==> src/rtl/trap_pkg.sv <==
// trap_pkg: shared constants for the machine-mode trap controller.
//   - CSR addresses of the implemented M-mode registers
//   - synchronous exception and interrupt cause codes
//   - mstatus bit positions
//   - trap / mret sequencer state encoding
package trap_pkg;

   localparam logic [11:0] CsrMstatus  = 12'h300;
   localparam logic [11:0] CsrMie      = 12'h304;
   localparam logic [11:0] CsrMtvec    = 12'h305;
   localparam logic [11:0] CsrMscratch = 12'h340;
   localparam logic [11:0] CsrMepc     = 12'h341;
   localparam logic [11:0] CsrMcause   = 12'h342;
   localparam logic [11:0] CsrMtval    = 12'h343;
   localparam logic [11:0] CsrMip      = 12'h344;

   localparam logic [4:0] ExcIllegal    = 5'd2;
   localparam logic [4:0] ExcLoadFault  = 5'd5;
   localparam logic [4:0] ExcStoreFault = 5'd7;
   localparam logic [4:0] ExcEcallM     = 5'd11;

   localparam logic [4:0] IrqMsi = 5'd3;
   localparam logic [4:0] IrqMti = 5'd7;
   localparam logic [4:0] IrqMei = 5'd11;
   localparam int unsigned IrqLocalBase = 16;

   localparam int unsigned MstatusMie  = 3;
   localparam int unsigned MstatusMpie = 7;

   typedef enum logic [2:0] {
      StIdle,
      StTStat,
      StTEpc,
      StTCause,
      StTVec,
      StRet
   } trap_state_e;

endpackage

==> src/rtl/trap_csr_file.sv <==
// trap_csr_file: M-mode CSR storage with WARL masking and reset values.
//   clk, rst          clock, synchronous active-low reset
//   addr, r_data      combinational read port (old value)
//   csr_we, wsc,      read-modify-write port on addr (01 write, 10 set, 11 clear)
//   operand
//   mip               live pending-interrupt vector, read-only view
//   stat_we           trap entry: MPIE <- MIE, MIE <- 0
//   ret_we            mret: MIE <- MPIE, MPIE <- 1
//   epc_we, epc_in    trap write of mepc
//   cause_we,         trap write of mcause and mtval
//   cause_in, tval_in
//   mstatus_mie, mie, mtvec, mepc   state views for the trap sequencer
module trap_csr_file
   import trap_pkg::*;
#(
   parameter int unsigned      XLEN        = 32,
   parameter int unsigned      NUM_LIRQ    = 4,
   parameter bit               VECTORED_EN = 1'b1,
   parameter logic [XLEN-1:0]  RESET_MTVEC = '0
) (
   input  logic            clk,
   input  logic            rst,
   input  logic [11:0]     addr,
   output logic [XLEN-1:0] r_data,
   input  logic            csr_we,
   input  logic [1:0]      wsc,
   input  logic [XLEN-1:0] operand,
   input  logic [XLEN-1:0] mip,
   input  logic            stat_we,
   input  logic            ret_we,
   input  logic            epc_we,
   input  logic [XLEN-1:0] epc_in,
   input  logic            cause_we,
   input  logic [XLEN-1:0] cause_in,
   input  logic [XLEN-1:0] tval_in,
   output logic            mstatus_mie,
   output logic [XLEN-1:0] mie,
   output logic [XLEN-1:0] mtvec,
   output logic [XLEN-1:0] mepc
);

   // Only the standard M-mode lines and the implemented local lines are enableable.
   localparam logic [XLEN-1:0] LirqOnes = (XLEN'(1) << NUM_LIRQ) - XLEN'(1);
   localparam logic [XLEN-1:0] MieMask  = (LirqOnes << IrqLocalBase) | XLEN'(32'h888);

   logic            mst_mie_q, mst_mpie_q;
   logic [XLEN-1:0] mie_q, mtvec_q, mscratch_q, mepc_q, mcause_q, mtval_q;
   logic [XLEN-1:0] mstatus_view, wdata;

   always_comb begin
      mstatus_view              = '0;
      mstatus_view[MstatusMie]  = mst_mie_q;
      mstatus_view[MstatusMpie] = mst_mpie_q;
      mstatus_view[12:11]       = 2'b11;  // MPP hardwired to M-mode
   end

   always_comb begin
      case (addr)
         CsrMstatus:  r_data = mstatus_view;
         CsrMie:      r_data = mie_q;
         CsrMtvec:    r_data = mtvec_q;
         CsrMscratch: r_data = mscratch_q;
         CsrMepc:     r_data = mepc_q;
         CsrMcause:   r_data = mcause_q;
         CsrMtval:    r_data = mtval_q;
         CsrMip:      r_data = mip;
         default:     r_data = '0;
      endcase
   end

   always_comb begin
      case (wsc)
         2'b01:   wdata = operand;
         2'b10:   wdata = r_data | operand;
         2'b11:   wdata = r_data & ~operand;
         default: wdata = r_data;
      endcase
   end

   always_ff @(posedge clk) begin
      if (!rst) begin
         mst_mie_q  <= 1'b0;
         mst_mpie_q <= 1'b0;
         mie_q      <= '0;
         mtvec_q    <= RESET_MTVEC;
         mscratch_q <= '0;
         mepc_q     <= '0;
         mcause_q   <= '0;
         mtval_q    <= '0;
      end else begin
         if (csr_we) begin
            case (addr)
               CsrMstatus: begin
                  mst_mie_q  <= wdata[MstatusMie];
                  mst_mpie_q <= wdata[MstatusMpie];
               end
               CsrMie:      mie_q      <= wdata & MieMask;
               CsrMtvec:    mtvec_q    <= {wdata[XLEN-1:2], 1'b0, VECTORED_EN & wdata[0]};
               CsrMscratch: mscratch_q <= wdata;
               CsrMepc:     mepc_q     <= {wdata[XLEN-1:2], 2'b00};
               CsrMcause:   mcause_q   <= wdata;
               CsrMtval:    mtval_q    <= wdata;
               default: ;
            endcase
         end
         if (stat_we) begin
            mst_mpie_q <= mst_mie_q;
            mst_mie_q  <= 1'b0;
         end
         if (ret_we) begin
            mst_mie_q  <= mst_mpie_q;
            mst_mpie_q <= 1'b1;
         end
         if (epc_we) mepc_q <= {epc_in[XLEN-1:2], 2'b00};
         if (cause_we) begin
            mcause_q <= cause_in;
            mtval_q  <= tval_in;
         end
      end
   end

   assign mstatus_mie = mst_mie_q;
   assign mie         = mie_q;
   assign mtvec       = mtvec_q;
   assign mepc        = mepc_q;

endmodule

==> src/rtl/trap_unit.sv <==
// trap_unit: machine-mode trap controller.
//   clk, rst                         clock, synchronous active-low reset
//   csr_* inputs, csr_r_data_out     CSR instruction port (combinational read of old value)
//   irq_msi/mti/mei, irq_local       level interrupt lines
//   illegal_inst, ecall_m,           exception flags from WB
//   l_access_fault, s_access_fault
//   mret, tval_in, epc_cur, epc_next WB context for trap entry / return
//   PC_redirect, redirect_mux        fetch redirect (redirect_mux registered)
//   stall, reg_*_flush,              pipeline control
//   RegWrite_cancel
module trap_unit
   import trap_pkg::*;
#(
   parameter int unsigned      XLEN        = 32,
   parameter int unsigned      NUM_LIRQ    = 4,
   parameter bit               VECTORED_EN = 1'b1,
   parameter logic [XLEN-1:0]  RESET_MTVEC = '0
) (
   input  logic                clk,
   input  logic                rst,
   input  logic                csr_rw_in,
   input  logic [1:0]          csr_wsc_mode_in,
   input  logic                csr_w_imm_mux,
   input  logic [11:0]         csr_rw_addr_in,
   input  logic [XLEN-1:0]     csr_w_data_reg,
   input  logic [4:0]          csr_w_data_imm,
   output logic [XLEN-1:0]     csr_r_data_out,
   input  logic                irq_msi,
   input  logic                irq_mti,
   input  logic                irq_mei,
   input  logic [NUM_LIRQ-1:0] irq_local,
   input  logic                illegal_inst,
   input  logic                ecall_m,
   input  logic                l_access_fault,
   input  logic                s_access_fault,
   input  logic                mret,
   input  logic [XLEN-1:0]     tval_in,
   input  logic [XLEN-1:0]     epc_cur,
   input  logic [XLEN-1:0]     epc_next,
   output logic [XLEN-1:0]     PC_redirect,
   output logic                redirect_mux,
   output logic                stall,
   output logic                reg_FD_flush,
   output logic                reg_DE_flush,
   output logic                reg_EM_flush,
   output logic                reg_MW_flush,
   output logic                RegWrite_cancel
);

   trap_state_e     state_q, state_d;
   logic            redirect_q;
   logic [XLEN-1:0] mip, mie, mtvec, mepc, pending, operand;
   logic            mst_mie;
   logic            exc_any, irq_any, take_trap, take_mret, csr_we;
   logic [4:0]      exc_code, irq_code;
   logic            stat_we, ret_we, epc_we, cause_we;

   // Latched trap context
   logic [4:0]      code_q;
   logic            is_irq_q;
   logic [XLEN-1:0] epc_q, tval_q, cause_q;

   always_comb begin
      mip                              = '0;
      mip[IrqMsi]                      = irq_msi;
      mip[IrqMti]                      = irq_mti;
      mip[IrqMei]                      = irq_mei;
      mip[IrqLocalBase +: NUM_LIRQ]    = irq_local;
   end

   assign pending = mip & mie & {XLEN{mst_mie}};
   assign irq_any = |pending;
   assign exc_any = illegal_inst | ecall_m | l_access_fault | s_access_fault;
   assign operand = csr_w_imm_mux ? XLEN'(csr_w_data_imm) : csr_w_data_reg;

   always_comb begin
      exc_code = ExcStoreFault;
      if (l_access_fault) exc_code = ExcLoadFault;
      if (ecall_m)        exc_code = ExcEcallM;
      if (illegal_inst)   exc_code = ExcIllegal;
   end

   // Later assignments win: locals low..high, then mti, msi, mei.
   always_comb begin
      irq_code = '0;
      for (int i = 0; i < int'(NUM_LIRQ); i++) begin
         if (pending[IrqLocalBase + i]) irq_code = 5'(IrqLocalBase + i);
      end
      if (pending[IrqMti]) irq_code = IrqMti;
      if (pending[IrqMsi]) irq_code = IrqMsi;
      if (pending[IrqMei]) irq_code = IrqMei;
   end

   assign take_trap = rst && (state_q == StIdle) && (exc_any || irq_any);
   assign take_mret = rst && (state_q == StIdle) && !take_trap && mret;
   assign csr_we    = rst && (state_q == StIdle) && !take_trap && !take_mret && csr_rw_in &&
                      (csr_wsc_mode_in != 2'b00);

   always_comb begin
      state_d         = state_q;
      stat_we         = 1'b0;
      ret_we          = 1'b0;
      epc_we          = 1'b0;
      cause_we        = 1'b0;
      PC_redirect     = '0;
      reg_FD_flush    = 1'b0;
      reg_DE_flush    = 1'b0;
      reg_EM_flush    = 1'b0;
      reg_MW_flush    = 1'b0;
      RegWrite_cancel = 1'b0;
      unique case (state_q)
         StIdle: begin
            if (take_trap) begin
               state_d         = StTStat;
               reg_FD_flush    = 1'b1;
               reg_DE_flush    = 1'b1;
               reg_EM_flush    = 1'b1;
               reg_MW_flush    = 1'b1;
               RegWrite_cancel = 1'b1;
            end else if (take_mret) begin
               state_d      = StRet;
               reg_FD_flush = 1'b1;
               reg_DE_flush = 1'b1;
               reg_EM_flush = 1'b1;
            end
         end
         StTStat: begin
            stat_we = 1'b1;
            state_d = StTEpc;
         end
         StTEpc: begin
            epc_we  = 1'b1;
            state_d = StTCause;
         end
         StTCause: begin
            cause_we = 1'b1;
            state_d  = StTVec;
         end
         StTVec: begin
            // Vector offset applies only to interrupts in vectored mode.
            PC_redirect = (mtvec & ~XLEN'(3)) +
                          ((is_irq_q && mtvec[0]) ? XLEN'({code_q, 2'b00}) : '0);
            state_d     = StIdle;
         end
         StRet: begin
            ret_we      = 1'b1;
            PC_redirect = mepc;
            state_d     = StIdle;
         end
         default: state_d = StIdle;
      endcase
   end

   always_ff @(posedge clk) begin
      if (!rst) begin
         state_q    <= StIdle;
         redirect_q <= 1'b0;
         code_q     <= '0;
         is_irq_q   <= 1'b0;
         epc_q      <= '0;
         tval_q     <= '0;
         cause_q    <= '0;
      end else begin
         state_q    <= state_d;
         redirect_q <= (state_d == StTVec) || (state_d == StRet);
         if (take_trap) begin
            if (exc_any) begin
               code_q   <= exc_code;
               is_irq_q <= 1'b0;
               epc_q    <= epc_cur;
               tval_q   <= tval_in;
               cause_q  <= XLEN'(exc_code);
            end else begin
               code_q   <= irq_code;
               is_irq_q <= 1'b1;
               epc_q    <= epc_next;
               tval_q   <= '0;
               cause_q  <= XLEN'(irq_code) | (XLEN'(1) << (XLEN - 1));
            end
         end
      end
   end

   assign redirect_mux = redirect_q;
   assign stall        = (state_q != StIdle);

   trap_csr_file #(
      .XLEN        (XLEN),
      .NUM_LIRQ    (NUM_LIRQ),
      .VECTORED_EN (VECTORED_EN),
      .RESET_MTVEC (RESET_MTVEC)
   ) u_csr_file (
      .clk         (clk),
      .rst         (rst),
      .addr        (csr_rw_addr_in),
      .r_data      (csr_r_data_out),
      .csr_we      (csr_we),
      .wsc         (csr_wsc_mode_in),
      .operand     (operand),
      .mip         (mip),
      .stat_we     (stat_we),
      .ret_we      (ret_we),
      .epc_we      (epc_we),
      .epc_in      (epc_q),
      .cause_we    (cause_we),
      .cause_in    (cause_q),
      .tval_in     (tval_q),
      .mstatus_mie (mst_mie),
      .mie         (mie),
      .mtvec       (mtvec),
      .mepc        (mepc)
   );

endmodule

==> config.mk <==
export PLATFORM = sky130hd
export DESIGN_NAME = trap_unit
export DESIGN_NICKNAME = d
export VERILOG_FILES = /design/src/rtl/trap_pkg.sv /design/src/rtl/trap_csr_file.sv /design/src/rtl/trap_unit.sv
export SDC_FILE = /design/constraint.sdc
export NUM_CORES = 1
export LEC_CHECK = 0
export CAP_MARGIN = 40
export CORE_MARGIN = 4
export CORE_UTILIZATION = 25
export CTS_CLUSTER_SIZE = 10
export DETAILED_ROUTE_END_ITERATION = 10
export GPL_TIMING_DRIVEN = 0
export PLACE_DENSITY = 0.45
export SYNTH_ARGS = -nofsm -noshare
export SYNTH_HDL_FRONTEND = slang
export SYNTH_SLANG_ARGS = --single-unit
export TNS_END_PERCENT = 50
==> constraint.sdc <==
create_clock -name clk -period 3 [get_ports clk]
set_input_delay 0.6 -clock clk [delete_from_list [all_inputs] [get_ports clk]]
set_output_delay 0.6 -clock clk [all_outputs]
set_load 0.01 [all_outputs]
==> impl_metrics.toml <==
[power_and_ir_drop]
switching_share_pct = 31.6
switchingPower_w = 0.00294
p_leak_nw = 6.08
power_w = 0.00931
p_seq_share_pct = 40.7
p_per_area_nw_per_um2 = 536
p_comb_share_pct = 22.0
ir_drop_uv = 439
p_int_w = 0.00637
clkPwrFrac_pct = 37.3

[cells_and_area]
drive_gt1_share_pct = 17.5
area_growth_pct = 39.0
final_nets = 2025
num_antenna_cells = 0
fin_area_um2 = 17400
layout_common_cells = "dfxtp_1, nand3_1, nand2_1"
nFillCells = 5220
fin_cells = 2537
mostFrequentLayoutCell = "dfxtp_1"

[yosys]
syn_area_per_cell_um2 = 8.04
async_reset_ff_share_pct = 0
yosysSeqAreaShare_pct = 38.1
synth_cells = 1557
syn-cell-area_um2 = 12500
yosys_warnings = 0
synthDistinctLibCells = 69
synth_edf_count = 0
synth-seq-cells = 238
synth-main-ff-cell = "dfxtp_1"

[cts]
cts-htree-levels = 1
clockRootBuffer = "clkbuf_16"
cts_hold_buffers = 0
clkTransAtPathRegs_ns = 0.06
cts_buffers = 30
clkLatencyLatePin_ns = 0.57
clk_path_buf_depth = 3
cts_tree = "yes"
cts_sinks = 238

[critical_path]
slowest_delay_ns = 0.39
cp_cell_sequence = "and3_4 > ha_4 > inv_2 > fa_2 > nor2b_2 > o21ai_2 > a21boi_2 > buf_4 > clkbuf_16 > o2111ai_4 > xor2_1 > o21ai_2 > buf_2"
crit_slowest_cell = "dfxtp_4"
arrival_ns = 3.06
r2r_end = "u_csr_file.mtvec[28]$_SDFFE_PN0P_"
worstRegToRegCells = 8
critPathCaptureType = "output pin"
r2r-start = "state_q[1]$_SDFF_PN0_"
critPathKind = "reg -> out"
worst_path_most_repeated_cell = "o21ai_2"
critical_path.max_fanout = 6
cp_data_required_time_ns = 2.40
startpoint_type = "register"
r2r_slack_ns = 0.35

[die]
core_area_um2 = 49300
initial_core_util_pct = 25.4
dieArea_um2 = 53700
die_h_um = 232
rows = 81
die_x_um = 232
top_level_ports = 234

[sta]
timing.fmax_mhz = 273
rsz0062_at_grt = "yes"
clock-skew-final_ns = 0.0115
tightest_slew_ns = 0.767
fin_ws_ns = -0.660
timing.setup.tns_ns = -13.45
slew_violations = 0
relSlewSlack_pct = 48.9
finalCritPeriodShare_pct = 122
hold_violations = 0
fin_crit_ns = 3.66
finalSetupViolCount = 30

[detailed_routing]
dr.first_iter.drc_count = 1291
num_vias = 13200
dr.pass1.iters = 5
drc = 0
ant_nets = 0
drt-wirelength-per-cell_um = 23.3
routed_wl_mm = 59.0
via_per_inst = 5.20

[run_status]
violations = "setup timing"
status = "finished with violations"

[worst_hold_path]
worstHoldStart = "ecall_m"
min_path_cells = 3
min_path_type = "in -> reg"
hold_end = "code_q[3]$_SDFFE_PN0P_"

[grt]
first_global_vias = 13100
grt_max_degree = 15
antenna_found_initial = 1
track_usage_pct = 21.1
grt-ovfl-total = 0
grt_first_pass_wirelength_mm = 86.0

[place]
io_buffers = 225
dpl.hpwl_mm = 48.4
dpl-instance-area_um2 = 15700
place_congestion = 0.921
dp_cells = 2454

[flow_run]
drv_cap = 0
-- per-stage QoR --
step                      setup slack, ns  hold slack, ns  utilization (%)
after CTS                          -0.707           0.302             34.8
after detailed placement            -1.47           0.444             31.8
after global placement              -1.80           0.444             31.7
final                              -0.660           0.327             35.3
after floorplan                    0.0175           0.426                -
after global routing               -0.735           0.355             35.3
-- kinds of logic (layout without fill, tap and decap cells) --
| logic type | count (synthesis) | in the layout | synth area share (%) |
|---|---|---|---|
| other | 1 | 2 | 0.0300 |
| adders and majority gates | 6 | 6 | 0.660 |
| AOI/OAI and AO/OA | 415 | 415 | 21.5 |
| muxes | 50 | 50 | 7.07 |
| DFF | 238 | 238 | 38.1 |
| and+or+nand+nor | 649 | 649 | 25.4 |
| xor gates and xnor gates | 26 | 26 | 1.82 |
| buffers and inverters | 172 | 487 | 5.51 |
-- flip-flops by register name, indices dropped and copies added (netlist names) --
register                cells
cause_q                     2
code_q                      4
epc_q                      30
redirect_mux                1
state_q                     3
tval_q                     32
u_csr_file.mcause_q        32
u_csr_file.mepc            30
u_csr_file.mie              7
u_csr_file.mscratch_q      32
u_csr_file.mst_mpie_q       1
u_csr_file.mstatus_mie      1
u_csr_file.mtval_q         32
u_csr_file.mtvec           31
-- area by class of cell --
type                            count  area, um2  share of cell area [%]
Buffer                            152        773                    4.45
Clock buffer                       46        882                    5.07
Clock inverter                      3       42.5                   0.245
Inverter                           11       45.0                   0.259
Multi-Input combinational cell   1148       7540                    43.4
Sequential cell                   238       4790                    27.5
Tap cell                          664        831                    4.78
Timing Repair Buffer              275       2490                    14.3
-- worst max-delay path, delay by kind of cell (launching register included) --
family                   cells  cell delay (ns)
AND/OR/NAND/NOR              2             0.35
XOR/XNOR                     1             0.21
buffers and inverters        4             0.50
AO/OA/AOI/OAI                4             0.55
adder cells (fa/ha/maj)      2             0.49
flip-flops                   1             0.39
-- power groups by stage --
| stage | Combinational [W] | Sequential [W] | Clock (W) |
|---|---|---|---|
| finish | 0.00205 | 0.00379 | 0.00348 |
| global placement | 0.00196 | 0.00379 | 0 |
| detailed placement | 0.00199 | 0.00379 | 0 |
| global route | 0.00225 | 0.00382 | 0.00366 |
| floorplan | 0.00117 | 0.00365 | 0 |
| CTS | 0.00206 | 0.00378 | 0.00354 |
-- per-layer routing --
metal / track usage, % / vias up / share of wire [%]
met5: 0 / - / 0
li1: - / 6354 / -
met1: 30.6 / 6250 / 47
met3: 2.81 / 52 / 6.8
met2: 33.6 / 538 / 44
met4: 4.56 / 0 / 1.9
-- what timing repair did --
action / in CTS / in global routing
hold endpoints to repair: 0 / 0
cloned: 1 / 0
resized for setup: 350 / 110
pin swaps: 42 / 46
endpoints found under the setup margin: 128 / 98
buffers inserted: 28 / 14
-- cells in the mapped netlist (3+ instances only) --
library cell	n	area, um2
a211o_1	22	193
a211oi_1	3	22.5
a21oi_1	83	415
a22o_1	7	61.3
a22oi_1	30	225
a311oi_1	32	280
a31oi_1	9	56.3
and2_1	8	50.1
and3_1	18	113
and3b_1	3	26.3
and4_1	6	52.6
buf_1	14	52.6
buf_2	13	65.1
buf_4	5	37.5
clkbuf_1	127	477
dfxtp_1	238	4760
ha_1	5	62.6
inv_1	10	37.5
mux2_2	7	78.8
mux2i_1	13	130
mux4_2	30	676
nand2_1	187	702
nand2b_1	7	43.8
nand3_1	189	946
nand4_1	63	394
nor2_1	100	375
nor2b_1	28	175
nor3_1	10	50.1
nor3b_1	3	22.5
o2111ai_1	7	61.3
o211ai_1	61	458
o21ai_0	129	646
o22ai_1	6	37.5
o2bb2ai_1	6	52.6
or3_1	6	37.5
or4_1	4	30.0
xnor2_1	5	43.8
xor2_1	21	184
-- how the worst max path moves through the flow --
stage / from / slack (ns) / depth (start not counted) / to
floorplan: u_csr_file.mtvec[0]$_SDFFE_PN0P_ / 0.02 / 11 / PC_redirect[20]
global placement: rst / -1.80 / 9 / reg_MW_flush
detailed placement: rst / -1.47 / 9 / RegWrite_cancel
CTS: u_csr_file.mtvec[0]$_SDFFE_PN0P_ / -0.71 / 13 / PC_redirect[22]
global route: u_csr_file.mtvec[0]$_SDFFE_PN0P_ / -0.74 / 13 / PC_redirect[20]
finish: u_csr_file.mtvec[0]$_SDFFE_PN0P_ / -0.66 / 13 / PC_redirect[20]
Power figures use the tool's default switching activity.
